File: src/rtl/goose_scan_compositor.sv
// 640x480 VGA scan generator with a goose sprite composited over a flat background.
// Pixel pipeline: counters -> stage 1 (flags, sprite coords) -> stage 2 (registered pins).
module goose_scan_compositor #(
  parameter int          CLK_DIV  = 4,
  parameter int          H_ACTIVE = 640,
  parameter int          H_FP     = 16,
  parameter int          H_SYNC   = 96,
  parameter int          H_BP     = 48,
  parameter int          V_ACTIVE = 480,
  parameter int          V_FP     = 10,
  parameter int          V_SYNC   = 2,
  parameter int          V_BP     = 33,
  parameter int          SPR_W    = 64,
  parameter int          SPR_H    = 96,
  parameter logic [11:0] BG_RGB   = 12'h6bf
) (
  input  logic        clk,
  input  logic        rst_n,
  input  logic [9:0]  goose_x,
  input  logic [9:0]  goose_y,
  output logic [9:0]  spr_x,
  output logic [9:0]  spr_y,
  input  logic [11:0] spr_rgb,
  input  logic        spr_hit,
  output logic        hsync,
  output logic        vsync,
  output logic [11:0] rgb,
  output logic        frame_start
);

  localparam int H_TOTAL = H_ACTIVE + H_FP + H_SYNC + H_BP;
  localparam int V_TOTAL = V_ACTIVE + V_FP + V_SYNC + V_BP;
  localparam int DW      = (CLK_DIV > 1) ? $clog2(CLK_DIV) : 1;

  localparam logic [9:0]  H_LAST    = 10'(H_TOTAL - 1);
  localparam logic [9:0]  V_LAST    = 10'(V_TOTAL - 1);
  localparam logic [9:0]  H_ACT     = 10'(H_ACTIVE);
  localparam logic [9:0]  V_ACT     = 10'(V_ACTIVE);
  localparam logic [9:0]  V_ACT_END = 10'(V_ACTIVE - 1);
  localparam logic [9:0]  HS_START  = 10'(H_ACTIVE + H_FP);
  localparam logic [9:0]  HS_END    = 10'(H_ACTIVE + H_FP + H_SYNC);
  localparam logic [9:0]  VS_START  = 10'(V_ACTIVE + V_FP);
  localparam logic [9:0]  VS_END    = 10'(V_ACTIVE + V_FP + V_SYNC);
  localparam logic [10:0] SPR_W11   = 11'(SPR_W);
  localparam logic [10:0] SPR_H11   = 11'(SPR_H);
  localparam logic [DW-1:0] DIV_LAST = DW'(CLK_DIV - 1);

  // Counters, divider and latched position
  logic [DW-1:0] div_q, div_d;
  logic [9:0]    h_cnt_q, h_cnt_d;
  logic [9:0]    v_cnt_q, v_cnt_d;
  logic [9:0]    gx_q, gx_d;
  logic [9:0]    gy_q, gy_d;
  logic          fs_q, fs_d;

  // Stage 1
  logic          active1_q, active1_d;
  logic          hs1_q, hs1_d;
  logic          vs1_q, vs1_d;
  logic          in_box1_q, in_box1_d;
  logic [9:0]    spr_x_q, spr_x_d;
  logic [9:0]    spr_y_q, spr_y_d;

  // Stage 2 (pins)
  logic          hsync_q, hsync_d;
  logic          vsync_q, vsync_d;
  logic [11:0]   rgb_q, rgb_d;

  logic          tick;
  logic          h_last;
  logic          v_last;
  logic          in_box;
  logic [10:0]   h11, v11, gx11, gy11;

  assign tick   = (div_q == DIV_LAST);
  assign h_last = (h_cnt_q == H_LAST);
  assign v_last = (v_cnt_q == V_LAST);

  // Box bounds are compared in 11 bits so a box running past 1023 clips instead of wrapping.
  assign h11    = {1'b0, h_cnt_q};
  assign v11    = {1'b0, v_cnt_q};
  assign gx11   = {1'b0, gx_q};
  assign gy11   = {1'b0, gy_q};
  assign in_box = (h11 >= gx11) && (h11 < gx11 + SPR_W11) &&
                  (v11 >= gy11) && (v11 < gy11 + SPR_H11);

  always_comb begin
    div_d     = tick ? '0 : div_q + 1'b1;
    h_cnt_d   = h_cnt_q;
    v_cnt_d   = v_cnt_q;
    gx_d      = gx_q;
    gy_d      = gy_q;
    fs_d      = 1'b0;
    active1_d = active1_q;
    hs1_d     = hs1_q;
    vs1_d     = vs1_q;
    in_box1_d = in_box1_q;
    spr_x_d   = spr_x_q;
    spr_y_d   = spr_y_q;
    hsync_d   = hsync_q;
    vsync_d   = vsync_q;
    rgb_d     = rgb_q;

    if (tick) begin
      h_cnt_d = h_last ? 10'd0 : h_cnt_q + 10'd1;
      if (h_last) begin
        v_cnt_d = v_last ? 10'd0 : v_cnt_q + 10'd1;
      end

      // Position is only sampled as vertical blank begins, so a frame never tears.
      if (h_last && (v_cnt_q == V_ACT_END)) begin
        fs_d = 1'b1;
        gx_d = goose_x;
        gy_d = goose_y;
      end

      active1_d = (h_cnt_q < H_ACT) && (v_cnt_q < V_ACT);
      hs1_d     = !((h_cnt_q >= HS_START) && (h_cnt_q < HS_END));
      vs1_d     = !((v_cnt_q >= VS_START) && (v_cnt_q < VS_END));
      in_box1_d = in_box;
      spr_x_d   = in_box ? h_cnt_q - gx_q : 10'd0;
      spr_y_d   = in_box ? v_cnt_q - gy_q : 10'd0;

      hsync_d = hs1_q;
      vsync_d = vs1_q;
      if (!active1_q) begin
        rgb_d = 12'h000;
      end else if (in_box1_q && spr_hit) begin
        rgb_d = spr_rgb;
      end else begin
        rgb_d = BG_RGB;
      end
    end
  end

  always_ff @(posedge clk or negedge rst_n) begin
    if (!rst_n) begin
      div_q     <= '0;
      h_cnt_q   <= 10'd0;
      v_cnt_q   <= 10'd0;
      gx_q      <= 10'd0;
      gy_q      <= 10'd0;
      fs_q      <= 1'b0;
      active1_q <= 1'b0;
      hs1_q     <= 1'b1;
      vs1_q     <= 1'b1;
      in_box1_q <= 1'b0;
      spr_x_q   <= 10'd0;
      spr_y_q   <= 10'd0;
      hsync_q   <= 1'b1;
      vsync_q   <= 1'b1;
      rgb_q     <= 12'h000;
    end else begin
      div_q     <= div_d;
      h_cnt_q   <= h_cnt_d;
      v_cnt_q   <= v_cnt_d;
      gx_q      <= gx_d;
      gy_q      <= gy_d;
      fs_q      <= fs_d;
      active1_q <= active1_d;
      hs1_q     <= hs1_d;
      vs1_q     <= vs1_d;
      in_box1_q <= in_box1_d;
      spr_x_q   <= spr_x_d;
      spr_y_q   <= spr_y_d;
      hsync_q   <= hsync_d;
      vsync_q   <= vsync_d;
      rgb_q     <= rgb_d;
    end
  end

  assign spr_x       = spr_x_q;
  assign spr_y       = spr_y_q;
  assign hsync       = hsync_q;
  assign vsync       = vsync_q;
  assign rgb         = rgb_q;
  assign frame_start = fs_q;

endmodule
File: config.mk
export PLATFORM = sky130hd
export DESIGN_NAME = goose_scan_compositor
export DESIGN_NICKNAME = d
export VERILOG_FILES = /design/src/rtl/goose_scan_compositor.sv
export SDC_FILE = /design/constraint.sdc
export NUM_CORES = 1
export LEC_CHECK = 0
export ABC_AREA = 1
export ABC_CLOCK_PERIOD_IN_PS = 4210
export BUFFER_PORTS_ARGS = -buffer_cell sky130_fd_sc_hd__buf_4
export CAP_MARGIN = 20
export CORE_ASPECT_RATIO = 0.8
export CORE_UTILIZATION = 35
export CTS_CLUSTER_DIAMETER = 60
export DETAILED_ROUTE_END_ITERATION = 12
export HOLD_SLACK_MARGIN = 0.03
export PLACE_DENSITY = 0.63
export SYNTH_ARGS = -nofsm -noshare
export SYNTH_HDL_FRONTEND = slang
export SYNTH_SLANG_ARGS = --single-unit
File: constraint.sdc
create_clock -name clk -period 4.21 [get_ports clk]
set_input_delay 0.421 -clock clk [delete_from_list [all_inputs] [get_ports clk]]
set_output_delay 0.421 -clock clk [all_outputs]
set_load 0.01 [all_outputs]
### Word level (Yosys, flattened, before mapping)

Cells that the tools add are included.

* $lt $le $gt $ge: 10
* equal/unequal tests: 4
* reductions and logical operators: 12
* multiplexer cells: 9
* $add $sub $neg: 7

Operators by type and width (number)
* 10-bit 2-to-1 mux: 4
* 12-bit 2-to-1 mux: 2
* 10-bit by 7-bit adder with 11-bit output, second input constant: 2
* 10-bit by 11-bit < comparator with 1-bit output: 2
* 10-bit by 1-bit adder with 10-bit output, second input constant: 2
* 10-bit equality test, second input constant: 2
* 10-bit >= comparator: 2
* 10-bit < comparator, second input constant: 2
* 10-bit by 9-bit < comparator with 1-bit output, second input constant: 2
* 10-bit subtractor: 2
* 10-bit by 9-bit equality test with 1-bit output, second input constant: 1
* 10-bit >= comparator, second input constant: 1
* 10-bit by 9-bit >= comparator with 1-bit output, second input constant: 1
* 1-bit logical AND: 8
* 2-bit AND reduction: 2
* 2-bit by 1-bit adder with 2-bit output, second input constant: 1
* 2-bit equality test, second input constant: 1
* 1-bit zero test: 2
* 1-bit 2-to-1 mux: 2
* 2-bit 2-to-1 mux: 1

* word-level logic and storage cells: 57
* register bits: 81
* output and inout bits: 35
* input port bits: 35

### Longest topological paths before layout

* word-level depth: 6
* mapped depth: 13
* depth with buffers taken out: 13

### Worst setup path after synthesis

OpenSTA, ideal clock, no wires.

* kind: register to register
* from: register v_cnt_q[0]
* to: register spr_x_q[0] (netlist: spr_x[0])
* required time: 4.092 ns
* data arrival time: 1.856 ns
* library setup time: 0.118 ns
* slack: 2.235 ns
* buffers on the path: 1
* clock period less this slack: 1.975 ns
* cell stages (with the launch flop): 14
* path through: dfrtp_1 > inv_1 > ha_1 > inv_1 > fa_1 > nand2_1 > nand3_1 > nand3_1 > nand2_1 > nand2_1 > nand3_1 > buf_2 > nand4_1 > nand2_1

* longest elaborated chain between the ends: 4
* elaborated cells on any way between the ends: 5
* classes of those cells: order compare: 2; mux: 1; reduce/logical: 2

Ends and longest elaborated chain
* start: declaration: line 51 `logic [9:0] v_cnt_q, v_cnt_d;`
* start signal: assignment: line 156 `v_cnt_q <= v_cnt_d;`
* 10-bit >= comparator: line 85 `(v11 >= gy11) && (v11 < gy11 + SPR_H11);`
* 1-bit logical AND: line 84 `assign in_box = (h11 >= gx11) && (h11 < gx11 + SPR_W11) &&`
* 1-bit logical AND (*): line 85
* 10-bit 2-to-1 mux (*): line 121 `spr_x_d = in_box ? h_cnt_q - gx_q : 10'd0;`
* end signal: assignment: line 164 `spr_x_q <= spr_x_d;`
* end: declaration: line 61 `logic [9:0] spr_x_q, spr_x_d;`

Every way passes the cells marked *; elsewhere a longest branch is shown, timed or not.
A chain may end at the register's enable or synchronous reset.

### Worst setup path after layout

* from: register v_cnt_q[0]
* to: register spr_y_q[9] (netlist: spr_y[9])

* longest elaborated chain between the ends: 4
* elaborated cells on any way between the ends: 6
* classes of those cells: add/sub: 1; order compare: 2; mux: 1; reduce/logical: 2

Ends and longest elaborated chain
* 10-bit >= comparator: line 85
* 1-bit logical AND: line 84
* 1-bit logical AND: line 85
* 10-bit 2-to-1 mux (*): line 122 `spr_y_d = in_box ? v_cnt_q - gy_q : 10'd0;`
* end signal: assignment: line 165 `spr_y_q <= spr_y_d;`
* end: declaration: line 62 `logic [9:0] spr_y_q, spr_y_d;`

Marks and branches as above.

==> flow_summary.yaml <==
clock_network:
  cts_setup_buffers: 0
  clkTransAtPathRegs_ns: 0.06
  numCtsBuffers: 9
  htree_levels: 3
  insertion_delay_ns: 0.35
  cts_hold_buf: 0
  root_buffer: "clkbuf_16"
  cts_resized: 0
  cts_tree: "built"
  clk_path_buf_depth: 2
  clock_sinks: 81
logic_synthesis:
  synth_top_flop_cell: "dfrtp_1"
  synthArstFlopShare_pct: 100
  synth_edf_count: 0
  synth_seq_cells: 81
  synth-simple-area-share_pct: 29.0
  synth_cell_type_count: 39
  synth_top_family_by_area: "simple AND/OR/NAND/NOR gates"
  syn_nets: 724
  synthAdderAreaFrac_pct: 9.66
  yosysTopAreaCellShare_pct: 38.0
  syn_inst: 651
  synth_largest_area_cell: "dfrtp_1"
  synth_area_leaders: "dfrtp_1 (38%), nand2_1 (15%), ha_1 (8.9%)"
  yosysWarnings: 0
  synthXorXnorAreaFrac_pct: 3.62
  synth_compound_area_share_pct: 8.83
  syn-cell-area_sq_um: 5070
  muxShareOfSynthArea_pct: 0
  syn_area_per_cell_sq_um: 7.80
  synth_seq_area_share_pct: 40.0
floorplanning:
  die_w_um: 137
  ios: 70
  start_util_pct: 36.7
  die_h_um: 110
  core_area_sq_um: 13800
  row_count: 38
  dieArea_sq_um: 15000
critical_path:
  required_ns: 4.44
  cp_top_family: "simple AND/OR/NAND/NOR gates"
  crit_type: "flip-flop to flip-flop"
  r2r_cells: 12
  r2r_end: "spr_y[9]"
  path_buf_inv: 2
  cp_common_cell: "nand2_1"
  worstSetupEndpointType: "flip-flop"
  slowest_stage: "nand3_1"
  regToRegSetupSlack_ns: 1.41
  worstReg2RegStart: "v_cnt_q[0]"
  path_cells: "inv_1 -> ha_1 -> inv_1 -> fa_1 -> nand2_1 -> nand3_1 -> nand3_1 -> nand2_1 -> nand2_1 -> nand3_1 -> nand4_1 -> nand2_1"
  critPathArrivalTime_ns: 3.03
  cpPeakStageDelay_ns: 0.59
  start_kind: "flip-flop"
  critPathMaxFanout: 21
  critical_path_depth: 12
sta:
  max_freq_mhz: 357
  drv_slew: 0
  grt_setup_unrepaired: "no"
  post-route-period-util_pct: 66.6
  finalClockSkew_ns: 0.00880
  setup_violations: 0
  hold_violations: 0
  tightestPinTransition_ns: 0.832
  max_slew_margin_pct: 44.4
  period_needed_ns: 2.80
  finalSetupTns_ns: 0
global_route:
  first_global_vias: 3997
  gr-total-overflow: 0
  grt_pass1_wl_um: 20300
  antenna_found_initial: 0
  gr-usage-all-layers_pct: 17.7
  grt_max_degree: 82
pwr:
  power_density_nw_per_um2: 275
  p_total_w: 0.00167
  leakage_nw: 3.25
  peakVddDrop_v: 0.000193
drt:
  wirelength_um: 12000
  avgViaCountPerCell: 4.76
  ant_nets: 0
  vias: 4301
  drc_errors: 0
  routedWlPerCell_um: 13.3
  firstDrtPassIters: 5
  drtIter0Drc: 382
hold_path:
  hold_path_class: "input pin to flip-flop"
  hold_depth: 3
  min_from: "goose_x[0]"
  whs_endpoint: "gx_q[0]"
run_status:
  status: "finished clean"
final_layout:
  layout_commonest_cell: "nand2_1"
  seq_area_sq_um: 2030
  area.growth.synth_to_final_pct: 19.8
  antenna_cells: 0
  drive_gt1_share_pct: 16.6
  multi_input_area_sq_um: 2590
  layout_common_cells: "nand2_1 (202), inv_1 (85), dfrtp_1 (77)"
  num-fill-cells: 1410
  fin_nets: 791
run:
  max_cap_violations: 0
placed_design:
  port_buffers: 69
  place_hpwl_um: 8940
  gp_routability_congestion: 0.895
[power breakdown]
part           internal, W  switching, W
logic            0.0000230     0.0000202
registers         0.000779             0
clock network     0.000534      0.000317
[layer usage]
metal	routed length, um	track usage, %	vias to the layer above	part of all wire [%]
met4	140	5.87	0	1.2
met3	802	4.75	14	6.7
met5	0	0	-	0
met1	6270	26.0	1916	52
li1	-	-	2240	-
met2	4780	24.9	131	40
[synthesized netlist by cell type, types with 2 or more instances]
cell type	n
nor3_1	9
nand2_2	3
o21ai_0	26
nor2_8	2
buf_4	3
buf_6	3
nand4_1	30
ha_1	36
inv_1	85
nand2_1	202
dfstp_2	4
dfrtp_1	77
o21ai_2	18
xor2_1	18
nand3_1	37
nor2_1	48
a21oi_1	16
xnor2_1	3
fa_1	2
clkbuf_1	4
o211ai_1	2
buf_2	6
[registers in the layout (all words and copies together) (netlist names), 2 cells and up]
signal,flops
rgb,12
gx_q,10
v_cnt_q,10
div_q,2
gy_q,10
h_cnt_q,10
spr_x,10
spr_y,10
[cells by family (layout without fill, tap and decap cells)]
logic type	Yosys count	in the layout
buffers and inverters	105	177
AND/OR/NAND/NOR	336	336
AO/OA/AOI/OAI	70	70
adder cells (fa/ha/maj)	38	38
flip-flops	81	81
XOR/XNOR	21	21
[stage by stage]
step | hold WS, ns | setup slack [ns] | area (sq um) | instances | utilization [%]
after floorplan | 0.125 | 2.24 | 5070 | 651 | -
after global placement | 0.412 | 1.55 | 5720 | 885 | 41.3
after detailed placement | 0.418 | 1.47 | 5720 | 885 | 41.3
after CTS | 0.259 | 1.46 | 6040 | 901 | 43.7
after global routing | 0.263 | 1.09 | 6080 | 903 | 43.9
final | 0.269 | 1.41 | 6080 | 903 | 43.9
[worst max-delay path by stage]
stage                from        to
2_1_floorplan  v_cnt_q[0]  spr_x[0]
3_3_place_gp   v_cnt_q[0]  spr_x[0]
3_5_place_dp   v_cnt_q[0]  spr_y[9]
4_1_cts        v_cnt_q[0]  spr_y[9]
5_1_grt        v_cnt_q[0]  spr_y[9]
6_report       v_cnt_q[0]  spr_y[9]
[final cells by class]
cell class | instances | share of cell area, %
timing repair buffer | 74 | 9.51
tap | 180 | 3.70
multi-input combinational | 465 | 42.7
sequential | 81 | 33.4
inverter | 87 | 5.41
clock inverter | 5 | 1.30
clock buffer | 11 | 3.99
[worst register-to-register path: cells and delay by family, from the launching register on]
family / cells / cell delay, ns
adder cells (fa/ha/maj): 2 / 0.59
buffers and inverters: 2 / 0.23
flip-flops: 1 / 0.40
AND/OR/NAND/NOR: 8 / 1.46
Note: power is estimated with default switching activity, not from simulation.
